## config.mk

```make
export PLATFORM = sky130hd
export DESIGN_NAME = tremolo_lfo
export DESIGN_NICKNAME = d
export VERILOG_FILES = /design/src/rtl/tremolo_lfo.sv
export SDC_FILE = /design/constraint.sdc
export NUM_CORES = 1
export LEC_CHECK = 0
export CAP_MARGIN = 5
export CORE_UTILIZATION = 55
export CTS_CLUSTER_SIZE = 20
export DETAILED_ROUTE_END_ITERATION = 10
export PLACE_DENSITY = 0.73
export SETUP_SLACK_MARGIN = 0.15
export SYNTH_ARGS = -nofsm -noshare
export SYNTH_HDL_FRONTEND = slang
export SYNTH_SLANG_ARGS = --single-unit
```

## constraint.sdc

```tcl
create_clock -name clk_in -period 9.9 [get_ports clk_in]
set_input_delay 1.98 -clock clk_in [delete_from_list [all_inputs] [get_ports clk_in]]
set_output_delay 1.98 -clock clk_in [all_outputs]
set_load 0.02 [all_outputs]
```

## src/rtl/tremolo_lfo.sv

```systemverilog
// Tremolo LFO: triangle gain envelope stepped by rising edges of a slow
// divided-clock level, applied to a signed audio sample stream.
//
// Optional build macro TREMOLO_SQUARE_EN adds a `shape` input that selects a
// square envelope (GMAX while rising/holding, floor while falling).
//
// Ports:
//   clk_in           system clock
//   rst              synchronous active-high reset
//   enable           1 = tremolo active, 0 = hold at unity gain
//   rate_tick        divided clock level; each rising edge is one LFO step
//   depth            modulation depth; floor = GMAX - depth
//   shape            (TREMOLO_SQUARE_EN only) 1 = square envelope
//   sample_in        signed audio sample
//   sample_in_valid  sample_in qualifier, one-cycle pulse per sample
//   sample_out       signed modulated sample, holds between valids
//   sample_out_valid sample_out qualifier, 2 cycles after sample_in_valid
//   gain_out         current gain
//   dir_indicator    1 while the envelope is rising
module tremolo_lfo #(
   parameter int unsigned SAMPLE_W = 16,
   parameter int unsigned GAIN_W   = 8,
   parameter int unsigned STEP     = 1
) (
   input  logic                       clk_in,
   input  logic                       rst,
   input  logic                       enable,
   input  logic                       rate_tick,
   input  logic [GAIN_W-1:0]          depth,
`ifdef TREMOLO_SQUARE_EN
   input  logic                       shape,
`endif
   input  logic signed [SAMPLE_W-1:0] sample_in,
   input  logic                       sample_in_valid,
   output logic signed [SAMPLE_W-1:0] sample_out,
   output logic                       sample_out_valid,
   output logic [GAIN_W-1:0]          gain_out,
   output logic                       dir_indicator
);

   localparam int unsigned PROD_W = SAMPLE_W + GAIN_W + 1;
   localparam logic [GAIN_W-1:0] GMAX = {GAIN_W{1'b1}};
   localparam logic [GAIN_W:0] STEP_X = (GAIN_W + 1)'(STEP);

   localparam logic [1:0] ST_HOLD = 2'd0;
   localparam logic [1:0] ST_UP   = 2'd1;
   localparam logic [1:0] ST_DOWN = 2'd2;

   logic              s1, s2, s3;
   logic              tick_c;
   logic [1:0]        state, state_nxt;
   logic [GAIN_W-1:0] gain_q, gain_nxt;
   logic [GAIN_W-1:0] floor_c;
   logic [GAIN_W:0]   gain_ext, floor_ext;

   // Rising edge of the synchronised rate level
   assign tick_c    = s2 & ~s3;
   assign floor_c   = GMAX - depth;
   // One extra bit so +/- STEP comparisons never wrap
   assign gain_ext  = {1'b0, gain_q};
   assign floor_ext = {1'b0, floor_c};

   // Next state / next triangle gain
   always_comb begin
      state_nxt = state;
      gain_nxt  = gain_q;
      if (!enable) begin
         state_nxt = ST_HOLD;
         gain_nxt  = GMAX;
      end else if (state == ST_HOLD) begin
         state_nxt = ST_DOWN;
      end else if (gain_q < floor_c) begin
         // Depth raised the floor above the current gain: clamp, beats a tick
         state_nxt = ST_UP;
         gain_nxt  = floor_c;
      end else if (tick_c) begin
         if (state == ST_DOWN) begin
            if (gain_ext <= floor_ext + STEP_X) begin
               state_nxt = ST_UP;
               gain_nxt  = floor_c;
            end else begin
               gain_nxt  = gain_q - GAIN_W'(STEP);
            end
         end else begin
            if (gain_ext + STEP_X >= {1'b0, GMAX}) begin
               state_nxt = ST_DOWN;
               gain_nxt  = GMAX;
            end else begin
               gain_nxt  = gain_q + GAIN_W'(STEP);
            end
         end
      end
   end

   // Rate synchroniser, state and triangle counter
   always_ff @(posedge clk_in) begin
      if (rst) begin
         s1            <= 1'b0;
         s2            <= 1'b0;
         s3            <= 1'b0;
         state         <= ST_DOWN;
         gain_q        <= GMAX;
         dir_indicator <= 1'b0;
      end else begin
         s1            <= rate_tick;
         s2            <= s1;
         s3            <= s2;
         state         <= state_nxt;
         gain_q        <= gain_nxt;
         dir_indicator <= (state_nxt == ST_UP);
      end
   end

`ifdef TREMOLO_SQUARE_EN
   logic [GAIN_W-1:0] gain_shaped_c;

   // Square envelope follows the triangle's direction, so periods match
   always_comb begin
      gain_shaped_c = gain_nxt;
      if (shape) begin
         gain_shaped_c = (state_nxt == ST_DOWN) ? floor_c : GMAX;
      end
   end

   always_ff @(posedge clk_in) begin
      if (rst) begin
         gain_out <= GMAX;
      end else begin
         gain_out <= gain_shaped_c;
      end
   end
`else
   assign gain_out = gain_q;
`endif

   // Sample pipeline: stage 1 captures sample and gain, stage 2 scales
   logic signed [SAMPLE_W-1:0] st1_sample;
   logic [GAIN_W-1:0]          st1_gain;
   logic                       st1_valid;
   logic [GAIN_W:0]            gain_p1_c;
   logic signed [PROD_W-1:0]   smp_x, gain_x, prod_c;

   // gain+1 makes GMAX an exact power of two, i.e. unity after the shift
   assign gain_p1_c = {1'b0, st1_gain} + (GAIN_W + 1)'(1);
   assign smp_x     = PROD_W'(st1_sample);
   assign gain_x    = PROD_W'(gain_p1_c);
   assign prod_c    = smp_x * gain_x;

   always_ff @(posedge clk_in) begin
      if (rst) begin
         st1_sample       <= '0;
         st1_gain         <= '0;
         st1_valid        <= 1'b0;
         sample_out       <= '0;
         sample_out_valid <= 1'b0;
      end else begin
         st1_valid        <= sample_in_valid;
         sample_out_valid <= st1_valid;
         if (sample_in_valid) begin
            st1_sample <= sample_in;
            st1_gain   <= gain_out;
         end
         if (st1_valid) begin
            sample_out <= SAMPLE_W'(prod_c >>> GAIN_W);
         end
      end
   end

endmodule

```

### Yosys cells after proc, flatten, opt, wreduce, memory -nomap -nowiden

Cells that the tools add are included.

| cells by class | value |
|---|---|
| $add $sub $neg | 6 |
| multiply operators | 1 |
| $lt $le $gt $ge | 3 |
| eq/ne operators | 2 |
| multiplexer cells | 12 |
| bitwise operators | 4 |
| reductions and logical operators | 4 |

Operator list:

| kind | count |
|---|---|
| $mux 8 | 5 |
| $add 8x1->9 const B | 3 |
| $mul 16x10->24 | 1 |
| $mux 2 | 7 |
| $ge 9x8->1 const B | 1 |
| $le 8x9->1 | 1 |
| $add 8x1->8 const B | 1 |
| $lt 8x8->1 | 1 |
| $sub 8x1->8 const B | 1 |
| $sub 8x8->8 const A | 1 |
| $not 1->1 | 3 |
| $eq 2x1->1 const B | 1 |
| $eq 2x2->1 const B | 1 |
| $logic_not 2->1 | 1 |
| $reduce_and 2->1 | 1 |
| $reduce_bool 2->1 | 1 |
| $reduce_or 2->1 | 1 |
| $and 1x1->1 | 1 |

| storage, ports and cells | value |
|---|---|
| bits in registers | 56 |
| output and inout port bits | 26 |
| logic and storage cells | 43 |

### Logic depth before layout (Yosys ltp)

Gate-level depths: netlist (run 1).

| logic depth | value |
|---|---|
| depth after elaboration | 10 |
| gate-level depth with buffers | 23 |

### Worst setup path before layout (run 1)

Ideal clock, no wire load.

| timing | value |
|---|---|
| path kind | register to register |
| start point | reg st1_gain[0] |
| end point | reg sample_out[12] |
| library setup time | 122 ps |
| data arrival time | 6119 ps |
| required time | 9778 ps |
| setup slack | 3659 ps |
| cell stages (with the launch flop) | 23 |
| buffers on the path | 2 |
| clock period less this slack | 6241 ps |
| path through | dfxtp_1 -> clkbuf_1 -> nand2_1 -> nor2_1 -> xor2_1 -> clkbuf_1 -> nand2_1 -> fa_1 -> inv_1 -> fa_1 -> fa_1 -> fa_1 -> inv_1 -> fa_1 -> inv_1 -> ha_1 -> and3_1 -> nand3_1 -> a211oi_1 -> o31ai_1 -> a21boi_0 -> mux2_2 -> a311o_1 |

| on the way | value |
|---|---|
| word-level cells in the longest chain between the ends | 2 |

Ends and longest elaborated chain:

| what | RTL line | text |
|---|---|---|
| from (decl) | 138 | `logic [GAIN_W-1:0] st1_gain;` |
| from (signal assigned) | 161 | `st1_gain <= gain_out;` |
| $add 8x1->9 | 144 | `assign gain_p1_c = {1'b0, st1_gain} + (GAIN_W + 1)'(1);` |
| $mul 16x10->24 | 147 | `assign prod_c = smp_x * gain_x;` |
| to (signal assigned) | 164 | `sample_out <= SAMPLE_W'(prod_c >>> GAIN_W);` |
| to (decl) | 35 | `output logic signed [SAMPLE_W-1:0] sample_out,` |

No other way between the ends.
A chain may end at the register's enable or synchronous reset.

### Worst setup path in the final report (run 1)

Ends and elaborated chain as after synthesis.

==> results of run 1 <==
per-stage QoR:
stage | cell area, um^2 | total power [W] | instances
2_1_floorplan | 7970 | 0.000636 | 920
3_3_place_gp | 8620 | 0.000779 | 1116
3_5_place_dp | 8620 | 0.000788 | 1116
4_1_cts | 8770 | 0.000981 | 1124
5_1_grt | 8770 | 0.00106 | 1124
6_report | 8770 | 0.000976 | 1124
area by class of cell:
| type | count | area, um^2 | area share |
|---|---|---|---|
| repair buffers | 59 | 573 | 0.0654 |
| multi-input cells | 672 | 6140 | 0.701 |
| inverters | 149 | 559 | 0.0638 |
| well taps | 180 | 225 | 0.0257 |
| clock buffers | 5 | 125 | 0.0143 |
| flip-flops and latches | 56 | 1120 | 0.128 |
| clock inverters | 3 | 21.3 | 0.00243 |
placed cells by master (no fill, tap or decap), types with 3 or more instances in the layout:
cell | synthesis | routed
inv_1 | 149 | 149
fa_1 | 114 | 114
nand2_1 | 94 | 94
ha_1 | 71 | 71
dfxtp_1 | 56 | 56
and2_1 | 53 | 53
clkdlybuf4s50_1 | 0 | 53
nor2_1 | 45 | 45
a21oi_1 | 38 | 38
nor2b_1 | 31 | 31
mux2i_1 | 26 | 26
o21ai_0 | 21 | 21
nand3_1 | 16 | 16
nor3_1 | 15 | 15
xnor2_1 | 15 | 14
xor2_1 | 12 | 11
a21o_1 | 11 | 11
nand2b_1 | 10 | 10
nand4_1 | 5 | 5
o21a_1 | 5 | 5
o211ai_1 | 5 | 5
and3_1 | 5 | 5
o22ai_1 | 5 | 5
or3_1 | 5 | 5
clkbuf_16 | 0 | 5
buf_4 | 0 | 5
and4_1 | 4 | 4
a211o_1 | 4 | 4
o2bb2ai_1 | 4 | 4
a221o_1 | 4 | 4
o31ai_1 | 3 | 3
nor4b_1 | 3 | 3
a31oi_1 | 3 | 3
o221ai_1 | 3 | 3
a21boi_0 | 3 | 3
a32o_1 | 3 | 3
logic make-up (layout without fill, tap and decap cells):
group | after synthesis | after routing
buffers and inverters | 192 | 216
AO/OA/AOI/OAI | 133 | 133
AND/OR/NAND/NOR | 299 | 299
multiplexers | 28 | 28
adder cells (fa/ha/maj) | 185 | 185
XOR/XNOR | 27 | 27
flip-flops | 56 | 56
synthesized netlist by cell type, types with 15 or more instances:
| library cell | n | share of area |
|---|---|---|
| nand3_1 | 16 | 0.010 |
| ha_1 | 71 | 0.11 |
| mux2i_1 | 26 | 0.033 |
| a21oi_1 | 38 | 0.024 |
| inv_1 | 149 | 0.070 |
| fa_1 | 114 | 0.29 |
| nor3_1 | 15 | 0.0094 |
| nor2_1 | 45 | 0.021 |
| dfxtp_1 | 56 | 0.14 |
| xnor2_1 | 15 | 0.016 |
| and2_1 | 53 | 0.042 |
| nor2b_1 | 31 | 0.024 |
| nand2_1 | 94 | 0.044 |
| o21ai_0 | 21 | 0.013 |
| clkbuf_1 | 36 | 0.017 |
worst paths after layout:
kind | startpoint | endpoint | slack [ns] | cells past startpoint
worst max-delay path | st1_gain[0]$_SDFFE_PP0P_ | sample_out[12]$_SDFFE_PP0P_ | 2.65 | 19
worst min-delay path | sample_out[0]$_SDFFE_PP0P_ | sample_out[0]$_SDFFE_PP0P_ | 0.46 | 2
worst max register to register | st1_gain[0]$_SDFFE_PP0P_ | sample_out[12]$_SDFFE_PP0P_ | 2.65 | 19
worst min register to register | sample_out[0]$_SDFFE_PP0P_ | sample_out[0]$_SDFFE_PP0P_ | 0.46 | 2
worst reg2reg max path, stage by stage (launching register included):
cell and delay [ns]:
dfxtp_1 0.76, ha_1 0.38, xor2_2 0.72, nand2_1 0.17, fa_1 0.53, inv_1 0.05
fa_1 0.52, fa_1 0.44, fa_1 0.55, inv_1 0.07, fa_1 0.58, inv_1 0.06
ha_1 0.37, a21oi_1 0.15, o21ai_0 0.13, a311o_1 0.37, o31ai_1 0.44, a21boi_0 0.23
mux2_2 0.31, a311o_1 0.30
metal layers:
layer,track usage,up-vias,routed length [um]
met5,0,-,0
met4,0.140,0,694
met3,0.0455,51,1060
met2,0.506,202,9880
met1,0.341,3202,7910
li1,-,3025,-
flip-flops by register name (all words and copies together) (netlist names):
signal and flops:
dir_indicator 1, gain_out 8, s1 1, s2 1
s3 1, sample_out 16, sample_out_valid 1, st1_gain 8
st1_sample 16, st1_valid 1, state 2
power breakdown:
part           total (W)  switching, W  internal [W]
logic           0.000504      0.000291      0.000212
clock network   0.000192     0.0000969     0.0000948
registers       0.000281     0.0000354      0.000245
==> impl_metrics.yaml, run 1 <==
sta:
  slew_headroom: 0.290
  setup_viol: 0
  whs_ns: 0.457
  fin_skew_ns: 0.0103
  finalHoldViolCount: 0
  finalCritPeriodShare: 0.733
  max_freq_mhz: 138
  tightest_slew_ns: 1.05
  finalSetupTns_ns: 0
  drv_slew: 0
  min_period_ns: 7.25
  rsz0062_at_grt: "false"
  finalWorstSetupSlack_ns: 2.65
die:
  core_area_mm2: 0.0140
  dieHeight_um: 122
  ios: 55
  die_x_um: 122
  start_util: 0.570
  rows: 43
  die_area_mm2: 0.0150
route:
  drt_iter0_drc: 377
  drc_errors: 0
  avgRoutedWirePerCell_um: 17.4
  ant_nets: 0
  via_count: 6480
  routed_via_density: 5.77
  firstDrtPassIters: 5
  wl_um: 19500
synthesis:
  synthMuxAreaShare: 0.0355
  postSynthCellCount: 920
  syn_area_mm2: 0.00797
  async_flop_share: 0
  synth_compound_gate_area_share: 0.114
  yosysWarnings: 0
  synth-main-ff-cell: "dfxtp_1"
  syn_nets: 1134
  ys_seq_area_frac: 0.141
  synthSimpleGateAreaFrac: 0.191
  synth_top_family_by_area: "adder cells"
  synth-edff-count: 0
  synth_xor_area_frac: 0.0297
  ys_ff_latch: 56
  yosysUniqueCellTypes: 62
  syn_avg_cell_area_um2: 8.67
  synthAdderAreaFrac: 0.398
place:
  hpwlAfterDp_um: 14800
  routabilityCongestion: 0.954
  port_buffers: 54
  dp_slack_ns: 2.71
finish:
  diodes: 0
  nets: 1157
  area_growth_pct: 9.98
  drive_gt1_frac: 0.0328
  fillers: 1240
  postLayoutCoreUtil: 0.627
global_routing:
  grt_overflow_total: 0
  first_global_vias: 6717
  grt_max_degree: 50
  grt_pass1_wl_um: 32800
  track_usage: 0.288
  antenna_found_initial: 0
clock_network:
  htree_levels: 2
  worstSkewPairLatency_ns: 0.32
  postCtsSetupBuffers: 0
  cts-root-buf: "clkbuf_16"
  cts_buffers: 5
  ctsHoldBuffers: 0
  cts_tree: "done"
  clock-sinks: 56
  cts_buffer_depth: 2
  clkSlewWorstSetupHoldPaths_ns: 0.08
  cts_resized: 0
worst_setup_path:
  crit_required_ns: 10.10
  cp.arrival_ns: 7.46
  max_stage_delay_ns: 0.76
  crit_type: "flop to flop"
  path_delay_family: "adder cells"
  crit_slowest_cell: "dfxtp_1"
  crit_top_cell: "fa_1"
  path_cells: "ha_1 -> xor2_2 -> nand2_1 -> fa_1 -> inv_1 -> fa_1 -> fa_1 -> fa_1 -> inv_1 -> fa_1 -> inv_1 -> ha_1 -> a21oi_1 -> o21ai_0 -> a311o_1 -> o31ai_1 -> a21boi_0 -> mux2_2 -> a311o_1"
  cp-end-kind: "flop"
  path_max_fanout: 21
  startpoint_type: "flop"
  critPathBufInv: 3
power_and_ir_drop:
  p_leak_nw: 4.28
  ir_worst_vdd_mv: 0.0631
  powerDensity_mw_per_mm2: 111
run:
  maxCapViolCount: 0
status:
  status: "complete, no violations"
min_path:
  min_path_type: "flop to flop"
Note: power is estimated with default switching activity, not from simulation.
==> run 2: changes to the inputs <==
- PLACE_DENSITY: 0.73 -> 0.76
- clock period: 9.9 -> 6.5 ns (I/O delays scaled with it)
==> impl_metrics.yaml, run 2 (synthesis results as in run 1) <==
clock_network:
  cts_buffers: 5
  cts_buffer_depth: 2
  ctsHoldBuffers: 0
  cts_tree: "done"
  clkSlewWorstSetupHoldPaths_ns: 0.08
  htree_levels: 2
  worstSkewPairLatency_ns: 0.31
  clock-sinks: 56
  cts-root-buf: "clkbuf_16"
die:
  ios: 55
  start_util: 0.570
  rows: 43
  core_area_mm2: 0.0140
  die_area_mm2: 0.0150
  die_x_um: 122
  dieHeight_um: 122
global_routing:
  first_global_vias: 6760
  grt_overflow_total: 0
  track_usage: 0.280
  grt_max_degree: 50
  antenna_found_initial: 0
  grt_pass1_wl_um: 32400
worst_setup_path:
  startpoint_type: "flop"
  critPathBufInv: 5
  rr_startpoint: "st1_gain[3]$_SDFFE_PP0P_"
  r2r_cells: 20
  max_stage_delay_ns: 0.60
  worstReg2RegEnd: "sample_out[15]$_SDFFE_PP0P_"
  path_max_fanout: 10
  crit_type: "flop to flop"
  path_cells: "nand3_1 -> nor2_2 -> xor2_4 -> buf_4 -> and2_1 -> inv_1 -> fa_1 -> inv_1 -> fa_1 -> inv_1 -> fa_1 -> fa_1 -> inv_1 -> fa_1 -> ha_1 -> and4_1 -> a221oi_1 -> o221ai_1 -> or3_1 -> o311ai_0"
  critical_path.endpoint: "sample_out[15]$_SDFFE_PP0P_"
  crit_required_ns: 6.70
  crit_cells: 20
  cp.arrival_ns: 6.32
  crit_top_cell: "fa_1"
  crit_slowest_cell: "fa_1"
  cp-startpoint: "st1_gain[3]$_SDFFE_PP0P_"
  reg2reg_setup_slack_ns: 0.38
  cp-end-kind: "flop"
  path_delay_family: "adder cells"
place:
  hpwlAfterDp_um: 14900
  routabilityCongestion: 0.948
  port_buffers: 54
finish:
  nets: 1181
  final_cell_mix: "149 x inv_1, 114 x fa_1, 93 x nand2_1"
  reg_top3: "sample_out (16), st1_sample (16)"
  final_common_cell: "inv_1"
  area_growth_pct: 13.3
  multi_input_area_mm2: 0.00622
  diodes: 0
  drive_gt1_frac: 0.0682
  regArea_mm2: 0.00112
  fillers: 1184
route:
  via_count: 6504
  routed_via_density: 5.67
  drc_errors: 0
  wl_um: 19300
  ant_nets: 0
  firstDrtPassIters: 5
  drt_iter0_drc: 326
  avgRoutedWirePerCell_um: 16.8
power_and_ir_drop:
  p_leak_nw: 4.41
  powerDensity_mw_per_mm2: 169
  ir_worst_vdd_mv: 0.104
  power.total_w: 0.00153
sta:
  finalSetupTns_ns: 0
  finalHoldViolCount: 0
  setup_viol: 0
  finalCritPeriodShare: 0.942
  min_period_ns: 6.12
  drv_slew: 0
  max_freq_mhz: 163
  fin_skew_ns: 0.00814
  tightest_slew_ns: 0.955
  slew_headroom: 0.363
  rsz0062_at_grt: "false"
min_path:
  min_path_type: "flop to flop"
status:
  status: "complete, no violations"
run:
  maxCapViolCount: 0
run 2: changes by cell type in the layout (fill, tap and decap cells not counted), moves of 2 or more:
cell,previous run,this run
buf_4,5,25
dfxtp_1,56,53
nor2_1,45,43
buf_6,0,3
xnor2_4,0,2
dfxtp_2,0,3
nor2_2,0,2
run 2: final cells by class:
cell class,instances,area share
Clock buffer,6,0.0143
Sequential cell,56,0.124
Multi-Input combinational cell,673,0.689
Tap cell,180,0.0249
Clock inverter,2,0.00180
Inverter,149,0.0619
Timing Repair Buffer,82,0.0838
run 2: metrics by stage:
| step | cells | util | cell area [um^2] | setup slack, ns | hold WS, ns |
|---|---|---|---|---|---|
| finish | 1148 | 0.646 | 9030 | 0.378 | 0.457 |
| floorplan | 920 | - | 7970 | 0.259 | 0.414 |
| detailed placement | 1137 | 0.627 | 8760 | 0.0410 | 0.444 |
| CTS | 1145 | 0.639 | 8930 | 0.192 | 0.458 |
| global route | 1148 | 0.646 | 9030 | 0.109 | 0.485 |
| global placement | 1137 | 0.627 | 8760 | 0.212 | 0.444 |
run 2: where the power goes:
group	switching [W]	leakage (nW)	internal [W]	total [W]
clock network	0.000141	0.0671	0.000144	0.000286
registers	0.0000523	0.462	0.000374	0.000426
logic	0.000455	3.88	0.000360	0.000815
run 2: how the worst min path moves through the flow:
stage	start	to	slack, ns	cells after the start
6_report	sample_out[0]$_SDFFE_PP0P_	sample_out[0]$_SDFFE_PP0P_	0.46	2
5_1_grt	sample_out[2]$_SDFFE_PP0P_	sample_out[2]$_SDFFE_PP0P_	0.48	2
3_5_place_dp	s1$_SDFF_PP0_	s2$_SDFF_PP0_	0.44	1
2_1_floorplan	s1$_SDFF_PP0_	s2$_SDFF_PP0_	0.41	1
3_3_place_gp	sample_out[0]$_SDFFE_PP0P_	sample_out[0]$_SDFFE_PP0P_	0.44	2
4_1_cts	sample_out[0]$_SDFFE_PP0P_	sample_out[0]$_SDFFE_PP0P_	0.46	2
run 2: metal layers:
layer	track usage	wire, um
met1	0.347	8060
met2	0.504	9780
met3	0.0274	848
met4	0.0991	636
met5	0	0
run 2: worst reg2reg max path, cell delays in order (launching register included):
cell	delay, ns
dfxtp_1	0.42
nand3_1	0.13
nor2_2	0.26
xor2_4	0.32
buf_4	0.19
and2_1	0.18
inv_1	0.07
fa_1	0.57
inv_1	0.11
fa_1	0.50
inv_1	0.06
fa_1	0.51
fa_1	0.60
inv_1	0.08
fa_1	0.46
ha_1	0.36
and4_1	0.25
a221oi_1	0.34
o221ai_1	0.21
or3_1	0.33
o311ai_0	0.09
run 2: what timing repair did:
item                       CTS  global route
cloned                       0             1
setup buffers                0             2
resized for setup            3            18
setup endpoints to repair    2             5
pin swaps                    0             1
==> run 3: changes to the inputs <==
- CORE_UTILIZATION: 55 -> 50
- PLACE_DENSITY: 0.76 -> 0.7
==> impl_metrics.yaml, run 3 (synthesis results as in run 1) <==
global_routing:
  first_global_vias: 6708
  gr-usage-met2: 0.453
  met1_usage: 0.326
  antenna_found_initial: 0
  gr-usage-met3: 0.0280
  top_usage_layer: "met2"
  grt_max_degree: 50
  grt_overflow_total: 0
  grt_pass1_wl_um: 32900
  track_usage: 0.258
route:
  routed_via_density: 5.45
  drt_iter0_drc: 415
  firstDrtPassIters: 4
  wl_um: 19400
  drc_errors: 0
  via_count: 6408
  avgRoutedWirePerCell_um: 16.5
  ant_nets: 0
finish:
  nets: 1178
  final_cell_mix: "149 x inv_1, 114 x fa_1, 94 x nand2_1"
  reg_top3: "sample_out (16), st1_sample (16)"
  drive_gt1_frac: 0.0622
  area_growth_pct: 13.2
  multi_input_area_mm2: 0.00619
  final_common_cell: "inv_1"
  regArea_mm2: 0.00112
  fillers: 1390
  diodes: 0
power_and_ir_drop:
  power.total_w: 0.00152
  intPower_w: 0.000872
  swShare: 0.427
  combinationalPowerShare: 0.533
  seqPwrFrac: 0.278
  powerDensity_mw_per_mm2: 169
  ir_worst_vdd_mv: 0.103
  p_leak_nw: 4.40
  switchingPower_w: 0.000651
  p_clk_frac: 0.189
clock_network:
  htree_levels: 2
  cts_buffers: 5
  ctsHoldBuffers: 0
  worstSkewPairLatency_ns: 0.31
  cts_tree: "done"
  cts_buffer_depth: 2
  clock-sinks: 56
  cts-root-buf: "clkbuf_16"
  clkSlewWorstSetupHoldPaths_ns: 0.08
die:
  die_area_mm2: 0.0165
  die_x_um: 128
  dieHeight_um: 128
  ios: 55
  start_util: 0.519
  core_area_mm2: 0.0154
  rows: 45
place:
  hpwlAfterDp_um: 15100
  port_buffers: 54
  routabilityCongestion: 0.900
  dp_slack_ns: -0.0482
min_path:
  min_path_type: "flop to flop"
  whs_endpoint: "sample_out[0]$_SDFFE_PP0P_"
  hold_depth: 2
  min_from: "sample_out[0]$_SDFFE_PP0P_"
worst_setup_path:
  reg2reg_setup_slack_ns: 0.39
  cp.arrival_ns: 6.31
  path_max_fanout: 7
  crit_type: "flop to flop"
  cp-end-kind: "flop"
  rr_startpoint: "st1_gain[4]$_SDFFE_PP0P_"
  r2r_cells: 21
  worstReg2RegEnd: "sample_out[8]$_SDFFE_PP0P_"
  startpoint_type: "flop"
  crit_required_ns: 6.70
sta:
  finalWorstSetupSlack_ns: 0.394
  fin_skew_ns: 0.0106
  finalCritPeriodShare: 0.939
  tightest_slew_ns: 0.950
  finalHoldViolCount: 0
  drv_slew: 0
  finalSetupTns_ns: 0
  max_freq_mhz: 164
  slew_headroom: 0.367
  setup_viol: 0
  min_period_ns: 6.11
  rsz0062_at_grt: "true"
run:
  maxCapViolCount: 0
status:
  status: "complete, no violations"
-- run 3: layer usage --
metal  part of all wire  vias up
met5                  0        -
met4              0.030        0
met3              0.031       36
met2               0.50      136
met1               0.44     3177
li1                   -     3059
-- run 3: timing repair --
action,CTS,global route
setup endpoints to repair,5,6
gates cloned,0,0
buffers inserted,0,2
resized for setup,2,15
pin swaps,0,3
-- run 3: worst max-delay path, cell delays in order (launching register included) --
cell	delay (ns)
dfxtp_2	0.38
and4_4	0.25
nand2_1	0.14
xnor2_4	0.22
buf_4	0.17
and2_1	0.16
fa_1	0.56
fa_1	0.45
fa_1	0.52
fa_1	0.56
inv_1	0.06
fa_1	0.54
inv_1	0.05
ha_1	0.33
buf_4	0.17
a21o_1	0.22
a31oi_1	0.17
o221ai_1	0.14
o21ba_4	0.27
o21bai_1	0.10
a211o_1	0.32
a32o_1	0.24
-- run 3: power groups by stage --
stage | Sequential [W] | Clock (W) | Combinational (W)
6_report | 0.000423 | 0.000287 | 0.000813
5_1_grt | 0.000429 | 0.000308 | 0.000918
4_1_cts | 0.000422 | 0.000296 | 0.000808
3_5_place_dp | 0.000429 | 0 | 0.000803
3_3_place_gp | 0.000430 | 0 | 0.000792
2_1_floorplan | 0.000421 | 0 | 0.000547
-- run 3: final cells by class --
cell class / count / area share
Inverter: 149 / 0.0620
Multi-Input combinational cell: 672 / 0.686
Clock buffer: 6 / 0.0143
Timing Repair Buffer: 80 / 0.0822
Tap cell: 211 / 0.0293
Sequential cell: 56 / 0.125
Clock inverter: 2 / 0.00180
-- run 3: how the worst max path moves through the flow --
stage	depth (start not counted)	end	from	slack (ns)
after global placement	19	sample_out[12]$_SDFFE_PP0P_	st1_gain[3]$_SDFFE_PP0P_	0.14
after CTS	19	sample_out[12]$_SDFFE_PP0P_	st1_gain[4]$_SDFFE_PP0P_	0.16
after floorplan	22	sample_out[12]$_SDFFE_PP0P_	st1_gain[0]$_SDFFE_PP0P_	0.26
after global routing	22	sample_out[8]$_SDFFE_PP0P_	st1_gain[1]$_SDFFE_PP0P_	0.11
after detailed placement	19	sample_out[12]$_SDFFE_PP0P_	st1_gain[3]$_SDFFE_PP0P_	-0.05
final	21	sample_out[8]$_SDFFE_PP0P_	st1_gain[4]$_SDFFE_PP0P_	0.39
-- run 3: per-stage QoR --
stage	utilization	hold WS [ns]	cell area (um^2)	cells
final	0.587	0.451	9020	1176
after global routing	0.587	0.478	9020	1176
after CTS	0.582	0.454	8950	1174
after detailed placement	0.572	0.431	8790	1166
after global placement	0.572	0.445	8790	1166
after floorplan	-	0.414	7970	920
